===== config.mk =====
export PLATFORM = sky130hd
export DESIGN_NAME = sd_read_supervisor
export DESIGN_NICKNAME = d
export VERILOG_FILES = /design/src/rtl/sd_read_supervisor.sv
export SDC_FILE = /design/constraint.sdc
export NUM_CORES = 1
export LEC_CHECK = 0
export ABC_AREA = 1
export BUFFER_PORTS_ARGS = -buffer_cell sky130_fd_sc_hd__buf_2
export CELL_PAD_IN_SITES_DETAIL_PLACEMENT = 2
export CELL_PAD_IN_SITES_GLOBAL_PLACEMENT = 2
export CORE_ASPECT_RATIO = 1.2
export CORE_MARGIN = 3
export CORE_UTILIZATION = 36
export DETAILED_ROUTE_END_ITERATION = 8
export PLACE_DENSITY_LB_ADDON = 0.1
export SYNTH_ARGS = -nofsm -noshare
export SYNTH_HDL_FRONTEND = slang
export SYNTH_SLANG_ARGS = --single-unit

===== constraint.sdc =====
create_clock -name clk -period 5.1 [get_ports clk]
set_input_delay 1.02 -clock clk [delete_from_list [all_inputs] [get_ports clk]]
set_output_delay 1.02 -clock clk [all_outputs]
set_load 0.01 [all_outputs]

===== src/rtl/sd_read_supervisor.sv =====
`default_nettype none
// ============================================================================
// Module   : sd_read_supervisor
// Purpose  : Resets, starts and watches the SD file reader; retries on stall.
// Revision : 1.0 - initial release
// ============================================================================
module sd_read_supervisor #(
  parameter int unsigned TIMEOUT_CYCLES = 200000000,
  parameter int unsigned MAX_RETRY      = 3,
  parameter int unsigned RESET_HOLD     = 16,
  parameter int unsigned DONE_STATE     = 6
) (
  input  logic        clk,
  input  logic        rst,
  input  logic        start,
  input  logic        abort,
  input  logic [2:0]  fatstate,
  input  logic        file_found,
  input  logic        outreq,
  output logic        reader_rst_n,
  output logic        busy,
  output logic        done,
  output logic        fail,
  output logic [1:0]  fail_code,
  output logic [3:0]  retry_cnt,
  output logic [31:0] byte_cnt
);

  localparam int unsigned IDLE_W = $clog2(TIMEOUT_CYCLES);
  localparam int unsigned HOLD_W = (RESET_HOLD > 1) ? $clog2(RESET_HOLD) : 1;

  localparam logic [IDLE_W-1:0] C_IDLE_LAST   = IDLE_W'(TIMEOUT_CYCLES - 1);
  localparam logic [HOLD_W-1:0] C_HOLD_LAST   = HOLD_W'(RESET_HOLD - 1);
  localparam logic [3:0]        C_RETRY_LIMIT = 4'(MAX_RETRY);
  localparam logic [2:0]        C_DONE_ENC    = 3'(DONE_STATE);

  typedef enum logic [2:0] {
    S_IDLE     = 3'd0,
    S_RST_HOLD = 3'd1,
    S_WAIT     = 3'd2,
    S_DONE     = 3'd3,
    S_FAIL     = 3'd4
  } state_t;

  state_t             state_q, state_d;
  logic               rst_n_q, rst_n_d;
  logic               busy_q, busy_d;
  logic               done_q, done_d;
  logic               fail_q, fail_d;
  logic [1:0]         code_q, code_d;
  logic [3:0]         retry_q, retry_d;
  logic [31:0]        bytes_q, bytes_d;
  logic [HOLD_W-1:0]  hold_q, hold_d;
  logic [IDLE_W-1:0]  idle_q, idle_d;
  logic [2:0]         fat_q;

  always_ff @(posedge clk or posedge rst) begin
    if (rst) begin
      state_q <= S_IDLE;
      rst_n_q <= 1'b0;
      busy_q  <= 1'b0;
      done_q  <= 1'b0;
      fail_q  <= 1'b0;
      code_q  <= 2'd0;
      retry_q <= 4'd0;
      bytes_q <= 32'd0;
      hold_q  <= '0;
      idle_q  <= '0;
      fat_q   <= 3'd0;
    end else begin
      state_q <= state_d;
      rst_n_q <= rst_n_d;
      busy_q  <= busy_d;
      done_q  <= done_d;
      fail_q  <= fail_d;
      code_q  <= code_d;
      retry_q <= retry_d;
      bytes_q <= bytes_d;
      hold_q  <= hold_d;
      idle_q  <= idle_d;
      fat_q   <= fatstate;
    end
  end

  always_comb begin
    state_d = state_q;
    rst_n_d = rst_n_q;
    busy_d  = busy_q;
    done_d  = done_q;
    fail_d  = fail_q;
    code_d  = code_q;
    retry_d = retry_q;
    bytes_d = bytes_q;
    hold_d  = hold_q;
    idle_d  = idle_q;

    case (state_q)
      S_IDLE, S_DONE, S_FAIL: begin
        // abort beats a coincident start even where abort itself has no effect
        if (start && !abort) begin
          state_d = S_RST_HOLD;
          rst_n_d = 1'b0;
          busy_d  = 1'b1;
          done_d  = 1'b0;
          fail_d  = 1'b0;
          code_d  = 2'd0;
          retry_d = 4'd0;
          bytes_d = 32'd0;
          hold_d  = '0;
        end
      end

      S_RST_HOLD: begin
        if (abort) begin
          state_d = S_IDLE;
          rst_n_d = 1'b0;
          busy_d  = 1'b0;
        end else if (hold_q == C_HOLD_LAST) begin
          state_d = S_WAIT;
          rst_n_d = 1'b1;
          idle_d  = '0;
        end else begin
          hold_d = hold_q + 1'b1;
        end
      end

      S_WAIT: begin
        if (abort) begin
          state_d = S_IDLE;
          rst_n_d = 1'b0;
          busy_d  = 1'b0;
        end else begin
          if (outreq && (bytes_q != 32'hFFFF_FFFF)) begin
            bytes_d = bytes_q + 32'd1;
          end
          if (fatstate == C_DONE_ENC) begin
            busy_d = 1'b0;
            if (file_found) begin
              state_d = S_DONE;
              done_d  = 1'b1;
            end else begin
              state_d = S_FAIL;
              fail_d  = 1'b1;
              code_d  = 2'd1;
              rst_n_d = 1'b0;
            end
          end else if (outreq || (fatstate != fat_q)) begin
            idle_d = '0;
          end else if (idle_q == C_IDLE_LAST) begin
            if (retry_q == C_RETRY_LIMIT) begin
              state_d = S_FAIL;
              fail_d  = 1'b1;
              code_d  = 2'd2;
              busy_d  = 1'b0;
              rst_n_d = 1'b0;
            end else begin
              state_d = S_RST_HOLD;
              retry_d = retry_q + 4'd1;
              bytes_d = 32'd0;
              hold_d  = '0;
              rst_n_d = 1'b0;
            end
          end else begin
            idle_d = idle_q + 1'b1;
          end
        end
      end

      default: begin
        state_d = S_IDLE;
        rst_n_d = 1'b0;
        busy_d  = 1'b0;
      end
    endcase
  end

  assign reader_rst_n = rst_n_q;
  assign busy         = busy_q;
  assign done         = done_q;
  assign fail         = fail_q;
  assign fail_code    = code_q;
  assign retry_cnt    = retry_q;
  assign byte_cnt     = bytes_q;

endmodule
`default_nettype wire

==> reports/metrics.yaml <==
power_and_ir_drop:
  internal_power_mw: 1.32
  swShare: 0.334
  p_sw_mw: 0.662
  p_comb_frac: 0.212
  peakVddDrop_mv: 0.116
  p_per_area_nw_per_um2: 319
  finalPower_mw: 1.98
  p_seq_frac: 0.369
  p_clk_frac: 0.419
  p_leak_nw: 2.81
status:
  status: "complete, no violations"
timing:
  drv_slew: 0
  fin_crit_ns: 3.17
  worst_pin_slew_ns: 1.07
  setup_tns_ns: 0
  rsz0062_at_grt: "false"
  fin_crit_sh: 0.621
  max_freq_mhz: 316
  setup_viol: 0
  skew_ns: 0.00924
  slew_headroom: 0.284
  hold_viol_final: 0
synthesis:
  synth-edff-count: 0
  yosys_warnings: 0
  synth_ff_type: "dfrtp_1"
  syn_nets: 824
  synth_area_um2: 5450
  synth_cell_type_count: 38
  syn_area_per_cell_um2: 6.72
  synth_seq_cells: 80
  synth_seq_area_share: 0.367
  syn_inst: 811
  async_reset_ff_frac: 1.00
cts:
  cts_made_buffers: 9
  root_buffer: "clkbuf_16"
  path_clk_slew_ns: 0.07
  insertion_delay_ns: 0.36
  postCtsSetupBuffers: 0
  cts_resized: 0
  clockBufferDepth: 2
  ctsHoldBuffers: 0
  cts_tree: "yes"
  cts_max_level: 3
  clkSinkCount: 80
route:
  num_vias: 5718
  drc: 0
  vias_per_cell: 5.40
  drt_pass1_iterations: 4
  wl_um: 19900
  ant_nets: 0
  first_iter_violations: 157
  wl_per_cell_um: 18.8
final_layout:
  diodes: 0
  drive_gt1_frac: 0.141
  area_growth_pct: 13.8
  nNetsFinal: 867
  n_fill_cell: 1827
placed_design:
  hpwl_um: 14500
  port_buffers: 50
  place_congestion: 0.843
critical_path:
  cp-startpoint: "abort"
  required_ns: 5.33
  critical_path_class: "input pin to flop"
  worstPathArrival_ns: 3.40
  r2r_start: "state_q[1]"
  cp-start-kind: "input pin"
  path_max_fanout: 16
  cp-end-kind: "flop"
global_route:
  track_usage: 0.246
  antenna_found_initial: 1
  grt_pass1_vias: 6526
  grt_pass1_wl_um: 33200
  grt_overflow: 0
  grt_max_degree: 56
floorplanning:
  die_h_um: 141
  pin_count: 51
  dieWidth_um: 118
  coreArea_um2: 14600
  placement_rows: 48
  start_util: 0.374
  dieArea_um2: 16700
flow_run:
  maxCapViolations: 0
min_path:
  holdCritPathClass: "flop to flop"
  hold_path_startpoint: "reader_rst_n"
[final timing paths]
check / to / slack (ns) / cells past startpoint
worst min-delay path: reader_rst_n / 0.47 / 2
max in group asynchronous: idle_q[25] / 3.28 / 3
worst max-delay path: byte_cnt[7] / 1.93 / 11
worst min register to register: reader_rst_n / 0.47 / 2
worst max register to register: byte_cnt[7] / 2.18 / 9
min in group asynchronous: byte_cnt[0] / 0.74 / 2
[metrics by stage]
step / setup WS, ns / std cells / util / instance area, µm² / hold slack [ns]
final: 1.93 / 1059 / 0.425 / 6200 / 0.471
after global routing: 1.67 / 1059 / 0.425 / 6200 / 0.507
after CTS: 1.93 / 1059 / 0.425 / 6200 / 0.478
after detailed placement: 1.55 / 1043 / 0.400 / 5840 / 0.462
after global placement: 1.73 / 1043 / 0.400 / 5840 / 0.449
after floorplan: 2.03 / 811 / - / 5450 / 0.479
[state kept, by name, summed over array words and instances, names as in the netlist]
name / flops
byte_cnt: 32
idle_q: 28
hold_q: 4
retry_cnt: 4
fat_q: 3
state_q: 3
fail_code: 2
busy: 1
done: 1
fail: 1
reader_rst_n: 1
[synthesized netlist by cell type, types with 6 or more instances]
cell type  number  area (µm²)
buf_2          10        50.1
a21oi_1        16        80.1
nor3_1         12        60.1
o21ai_2        24         210
a21o_1          7        52.6
nor2_2          6        37.5
nor2_1        139         522
xor2_1         10        87.6
inv_1          63         236
or2_2           6        37.5
nand2_1       262         983
o21ai_0        19        95.1
nand3_1        69         345
dfrtp_1        80        2000
nand4_1        36         225
[metal layers]
layer | track usage | routed length (µm)
met4 | 0.104 | 570
met1 | 0.265 | 8040
met2 | 0.483 | 11000
met5 | 0 | 13
met3 | 0.0257 | 320
[kinds of logic after synthesis]
group	count (synthesis)	share of synthesized area
buf+inv	88	0.0728
xor+xnor	15	0.0241
compound gates	75	0.0900
simple gates	549	0.437
fa+ha+maj	4	0.00918
flops	80	0.367
[power by group through the flow]
stage	clock network [mW]	logic, mW	registers [mW]
after floorplan	0	0.304	0.741
after global routing	0.867	0.481	0.739
after detailed placement	0	0.426	0.741
after CTS	0.848	0.429	0.731
final	0.831	0.421	0.731
after global placement	0	0.400	0.737
[critical path: stages]
cell and delay, ns:
buf_2 0.13, inv_1 0.10, nand2_1 0.08, inv_1 0.06, o21ai_1 0.09, nor2_2 0.45
inv_1 0.43, nor2_1 0.66, nand2_1 0.12, nand2_1 0.14, a21oi_1 0.11
[cells in the final DEF, fill, tap and decap left out, types with 6 or more instances in the layout]
cell type / synthesis / routed
nand2_1: 262 / 262
xor2_1: 10 / 10
buf_2: 10 / 50
a21oi_1: 16 / 16
nor3_1: 12 / 12
dfrtp_1: 80 / 80
clkbuf_16: 0 / 9
nor2_1: 139 / 139
or2_2: 6 / 6
nand3_1: 69 / 69
a21o_1: 7 / 7
o21ai_2: 24 / 24
nand4_1: 36 / 36
nor2_2: 6 / 6
o21ai_0: 19 / 19
inv_1: 63 / 62
[final cells by class]
cell class	count	area, µm²	share of cell area
clock buffer	9	225	0.0363
clock inverter	7	143	0.0230
multi-input combinational	643	3060	0.493
inverter	67	253	0.0407
timing repair buffer	53	273	0.0440
sequential	80	2000	0.323
tap	200	250	0.0403
No activity file was read; power rests on OpenSTA's default activity.
